**config.mk**
```make
export PLATFORM = sky130hd
export DESIGN_NAME = div_rate_sched
export DESIGN_NICKNAME = d
export VERILOG_FILES = /design/src/rtl/div_rate_pkg.sv /design/src/rtl/div_n_lut.sv /design/src/rtl/div_rate_sched.sv
export SDC_FILE = /design/constraint.sdc
export NUM_CORES = 1
export LEC_CHECK = 0
export ABC_AREA = 1
export BUFFER_PORTS_ARGS = -buffer_cell sky130_fd_sc_hd__buf_4
export CAP_MARGIN = 20
export CORE_UTILIZATION = 58
export CTS_CLUSTER_SIZE = 16
export DETAILED_ROUTE_END_ITERATION = 10
export PLACE_DENSITY = 0.81
export SLEW_MARGIN = 20
export SYNTH_ARGS = -nofsm -noshare
export SYNTH_HDL_FRONTEND = slang
export SYNTH_SLANG_ARGS = --single-unit
export TNS_END_PERCENT = 5
```
**constraint.sdc**
```tcl
create_clock -name clk -period 2.4 [get_ports clk]
set_input_delay 0.48 -clock clk [delete_from_list [all_inputs] [get_ports clk]]
set_output_delay 0.48 -clock clk [all_outputs]
set_load 0.05 [all_outputs]
```
**src/rtl/div_rate_pkg.sv**
```systemverilog
// ---------------------------------------------------------------------------
// div_rate_pkg
// Shared definitions for the clock-division rate scheduler.
//   CNT_W_DEF     : default width of the divide count / period counter
//   rate_sel_t    : 2-bit divide select (00 = fastest, 11 = slowest)
//   DIVN_0..3     : divide counts per select value
//   SEL_RST       : select value after reset (slowest rate)
//   sel_step()    : one saturating faster/slower step on a select value
// Build option: define DIV_SIM_FAST_EN to shrink the divide counts
// (5/10/20/40) so simulations reach period boundaries quickly.
// ---------------------------------------------------------------------------
package div_rate_pkg;

   localparam int CNT_W_DEF = 32;

   typedef logic [1:0] rate_sel_t;

`ifdef DIV_SIM_FAST_EN
   localparam int DIVN_0 = 5;
   localparam int DIVN_1 = 10;
   localparam int DIVN_2 = 20;
   localparam int DIVN_3 = 40;
`else
   localparam int DIVN_0 = 312500;
   localparam int DIVN_1 = 625000;
   localparam int DIVN_2 = 1250000;
   localparam int DIVN_3 = 2500000;
`endif

   localparam rate_sel_t SEL_RST = 2'b11;

   // One request step on a select value. "faster" lowers the select,
   // "slower" raises it, both saturate; simultaneous requests cancel.
   function automatic rate_sel_t sel_step(input rate_sel_t cur,
                                          input logic      faster,
                                          input logic      slower);
      rate_sel_t res;
      res = cur;
      if (faster && !slower) begin
         if (cur != 2'b00) res = cur - 2'b01;
      end else if (slower && !faster) begin
         if (cur != 2'b11) res = cur + 2'b01;
      end
      return res;
   endfunction

endpackage

```
**src/rtl/div_n_lut.sv**
```systemverilog
// ---------------------------------------------------------------------------
// div_n_lut
// Purely combinational map from a rate select to its divide count.
// Ports:
//   i_sel  : rate select (rate_sel_t)
//   o_divn : divide count for that select, CNT_W bits
// Values come from div_rate_pkg and follow the DIV_SIM_FAST_EN build option.
// ---------------------------------------------------------------------------
module div_n_lut
   import div_rate_pkg::*;
#(
   parameter int CNT_W = CNT_W_DEF
) (
   input  logic [1:0]       i_sel,
   output logic [CNT_W-1:0] o_divn
);

   always_comb begin
      o_divn = CNT_W'(DIVN_3);
      case (i_sel)
         2'b00:   o_divn = CNT_W'(DIVN_0);
         2'b01:   o_divn = CNT_W'(DIVN_1);
         2'b10:   o_divn = CNT_W'(DIVN_2);
         default: o_divn = CNT_W'(DIVN_3);
      endcase
   end

endmodule

```
**src/rtl/div_rate_sched.sv**
```systemverilog
// ---------------------------------------------------------------------------
// div_rate_sched
// Rate scheduler for the clock-division datapath. Owns the 2-bit divide
// select, folds "faster"/"slower" button pulses into a pending select,
// and runs the period counter that produces a one-cycle tick and a
// square slow_clk. A pending select is only committed at a period
// boundary (or on any edge while stopped), so no period is ever cut short
// or stretched.
// Ports:
//   clk      : system clock
//   rst      : synchronous active-high reset
//   en       : run enable; low freezes counting and clears the phase
//   faster   : one-cycle request to lower the select (shorter period)
//   slower   : one-cycle request to raise the select (longer period)
//   sel      : active select
//   sel_pend : select to be applied at the next boundary
//   divn     : active divide count (map of sel)
//   tick     : high on the last cycle of each period
//   slow_clk : toggles on every tick, period 2*divn
// Build option: DIV_SIM_FAST_EN selects the short simulation divide map.
// ---------------------------------------------------------------------------
module div_rate_sched
   import div_rate_pkg::*;
#(
   parameter int CNT_W = CNT_W_DEF
) (
   input  logic             clk,
   input  logic             rst,
   input  logic             en,
   input  logic             faster,
   input  logic             slower,
   output logic [1:0]       sel,
   output logic [1:0]       sel_pend,
   output logic [CNT_W-1:0] divn,
   output logic             tick,
   output logic             slow_clk
);

   rate_sel_t        r_sel;
   rate_sel_t        r_sel_pend;
   logic [CNT_W-1:0] r_cnt;
   logic             r_slow_clk;

   rate_sel_t        w_pend_next;
   logic [CNT_W-1:0] w_divn;
   logic             w_tick;

   // divn always follows the committed select, never the pending one.
   div_n_lut #(
      .CNT_W (CNT_W)
   ) u_lut (
      .i_sel  (r_sel),
      .o_divn (w_divn)
   );

   // A request on the boundary cycle lands in the pending value first,
   // and that updated value is what gets committed on the same edge.
   assign w_pend_next = sel_step(r_sel_pend, faster, slower);

   assign w_tick = en && (r_cnt == (w_divn - CNT_W'(1)));

   always_ff @(posedge clk) begin
      if (rst) begin
         r_sel      <= SEL_RST;
         r_sel_pend <= SEL_RST;
         r_cnt      <= '0;
         r_slow_clk <= 1'b0;
      end else begin
         r_sel_pend <= w_pend_next;
         if (!en) begin
            // Stopped: adopt the pending rate immediately and rewind the
            // phase so a restart runs a full period at the new rate.
            r_cnt <= '0;
            r_sel <= w_pend_next;
         end else if (w_tick) begin
            r_cnt      <= '0;
            r_slow_clk <= ~r_slow_clk;
            r_sel      <= w_pend_next;
         end else begin
            r_cnt <= r_cnt + CNT_W'(1);
         end
      end
   end

   assign sel      = r_sel;
   assign sel_pend = r_sel_pend;
   assign divn     = w_divn;
   assign tick     = w_tick;
   assign slow_clk = r_slow_clk;

endmodule
```
==> run summary <==
CP Buf/Inv Count: 3
Total power: 1498 µW
Synth Flop Type: dfxtp_1
Post-Syn Instances: 459
Final count of negative-setup-slack endpoints: 1
Share of cells above drive strength 1: 0.2456
#FFs+latches synth: 37
Pint: 958.2 µW
FF/Latch Area: 748.2 µm²
Sink Count: 37
Fin crit period: 2.566 ns
Crit-path cells: buf_4, ha_4, inv_2, nand2_1, nand2_1, nor2_1, nand2_1, nor2_2, nand2_2, nor3b_4, buf_6
CTS tree: done
Routed Antenna Nets: 0
Max VDD drop: 509.6 µV
Delay-heaviest family, CP: simple AND/OR/NAND/NOR gates
Placed Area: 3069 µm²
Routed wl met3: 853 µm
CTS Buf Count: 5
Synth area leader: dfxtp_1
Number of diodes: 0
Final Wtd Congestion: 0.9469
Final WL: 8487 µm
Post-Syn Area: 2850 µm²
Clock Pin Slew Worst Setup and Hold Paths: 0.08 ns
Synth-to-Final Area Change: 21.82%
Clk root buf: clkbuf_8
Sequential cell fraction of total power: 0.418
Final period util: 1.069
Setup TNS: -0.1657 ns
Die X-Extent: 72.10 µm
Largest cells by area after synthesis: dfxtp_1, nand2_1, nor2_1
DP Wirelength: 5561 µm
Initial antenna violation count: 0
Cell repeated most along the worst path: nand2_1
Most common cell in the synthesized netlist: nand2_1
Critical path class: flip-flop to output port
Starting Density: 0.6034
Synth top area share: 0.2599
Met1 Routed Length: 3256 µm
Max Clock Skew: 0.005958 ns
IO Pins: 43
Final worst-path setup slack: -0.1657 ns
Site Rows: 25
Die area: 5198 µm²
Comb pwr share: 0.287
Fin. Hold Viols: 0
FFs w/ async S/R, synth: 0
Vias in the first global route: 2832
Finished Core Util: 0.7351
Worst EP required: 1.92 ns
Post-synth EDFFs: 0
Crit end category: output port
Fin area: 3472 µm²
# fillers: 366
Met2 Wirelength: 3962 µm
Crit path DAT: 2.09 ns
Die Span Y: 72.10 µm
CTS Hold Bufs: 0
Total global routing track utilization: 0.3142
GR Overflow Total: 0
F_max: 389.8 MHz
First-pass GRT wire length: 12830 µm
Uppermost routed layer: met4
H-tree Lvls: 2
Avg WL per Cell: 14.73 µm
DRT Pass-1 Iters: 6
Total number of vias: 3067
Avg Vias per Cell: 5.325
Static Leak: 0.001455 µW
RSZ-0062 raised after global routing: yes
Area of the multi-input gates: 1813 µm²
Clock share of power: 0.295
Max FO, Critical Path: 6
Synth warn: 0
Final slew viol count: 0
Synth cell types: 30
Most frequent cells after synthesis: nand2_1, nor2_1, inv_1, dfxtp_1, buf_4
Status: finished, violations left
DRC Markers: 0
Power density over the cells: 431.6 nW/µm²
Core area: 4723 µm²
Seq/Total Area, Yosys: 0.2599
CP Launch Type: flip-flop
CP max stage cell: dfxtp_4
Delay of the slowest critical-path stage: 0.40 ns
DR iter-0 viols: 321
Maximum clock insertion buffer count: 2
Largest net degree at the start of global routing: 33
Port bufs: 30
Clk_lat worst skew: 0.29 ns
Sw Share: 0.3605
Synthesized area per cell: 6.210 µm²
Worst Hold Class: flip-flop to flip-flop
Max-cap violations: 0
Failing checks: negative setup slack
Switch Pwr: 540.3 µW
Final net count: 522
## kinds of logic (layout without fill, tap and decap cells)
family | count (synthesis) | count (layout) | synth area share
and+or+nand+nor | 273 | 274 | 0.4206
other | 1 | 12 | 0.001316
adders and majority gates | 9 | 9 | 0.03951
buffers and inverters | 101 | 139 | 0.1721
DFF | 37 | 37 | 0.2599
xor gates and xnor gates | 29 | 29 | 0.08911
AOI/OAI and AO/OA | 9 | 9 | 0.01756
## worst register-to-register path: stages (launching register included)
cell	delay, ns
dfxtp_4	0.40
inv_4	0.05
ha_4	0.17
inv_4	0.07
ha_4	0.20
inv_2	0.05
nand2_2	0.04
nand2_2	0.08
buf_4	0.10
buf_4	0.09
buf_4	0.11
buf_4	0.10
nand2_2	0.05
nor2_1	0.11
nand2_1	0.08
nor2_2	0.14
nand2_4	0.11
nand3_4	0.23
nor2_1	0.08
## registers in the layout, summed over array words and instances, names as in the netlist
register / cells
r_cnt: 32
sel: 2
sel_pend: 2
slow_clk: 1
## layer usage
metal | vias to the layer above | global-route usage
met4 | 0 | 0.1155
met3 | 44 | 0.07500
met1 | 1362 | 0.3929
met5 | - | 0
li1 | 1452 | -
met2 | 209 | 0.5254
## metrics by stage
step | worst slack, ns | hold WS (ns) | cells
after global placement | 0.08933 | 0.4503 | 541
after floorplan | -0.3459 | 0.4364 | 470
after detailed placement | 0.02181 | 0.4672 | 541
final | -0.1657 | 0.4811 | 576
after global routing | -0.2163 | 0.5250 | 576
after CTS | -0.06475 | 0.4822 | 570
## power groups by stage
stage	combinational, µW	clock [µW]	sequential, µW
global placement	346	0	642
global route	452	472	628
CTS	393	444	626
detailed placement	348	0	643
floorplan	293	0	655
finish	431	441	626
## timing repair
item                                    CTS  global route
cloned                                    0             1
gates resized for setup                  12            21
endpoints found under the setup margin    1            33
setup buffers                            21             5
pin swaps                                13            14
hold endpoints to repair                  0             0
## final timing paths
kind	startpoint	end	slack, ns	depth (start not counted)
worst min register to register	r_cnt[0]	r_cnt[0]	0.48	1
worst max-delay path	sel[0]	tick	-0.17	11
worst max register to register	sel[0]	r_cnt[28]	0.02	18
worst min-delay path	r_cnt[0]	r_cnt[0]	0.48	1
## cell usage in the layout, fill, tap and decap left out, drive strengths merged, types with 9 or more instances in the layout
cell type	instances
buf	60
conb	12
dfxtp	37
ha	9
inv	70
nand2	135
nand3	18
nor2	88
nor3	19
xnor2	10
xor2	19
## final cells by class
class | instances | area share
Multi-Input combinational cell | 333 | 0.5222
Sequential cell | 37 | 0.2155
Timing Repair Buffer | 60 | 0.1308
Inverter | 71 | 0.08216
Tap cell | 67 | 0.02414
Clock buffer | 6 | 0.02090
Clock inverter | 2 | 0.004324
Note: power is estimated with default switching activity, not from simulation.
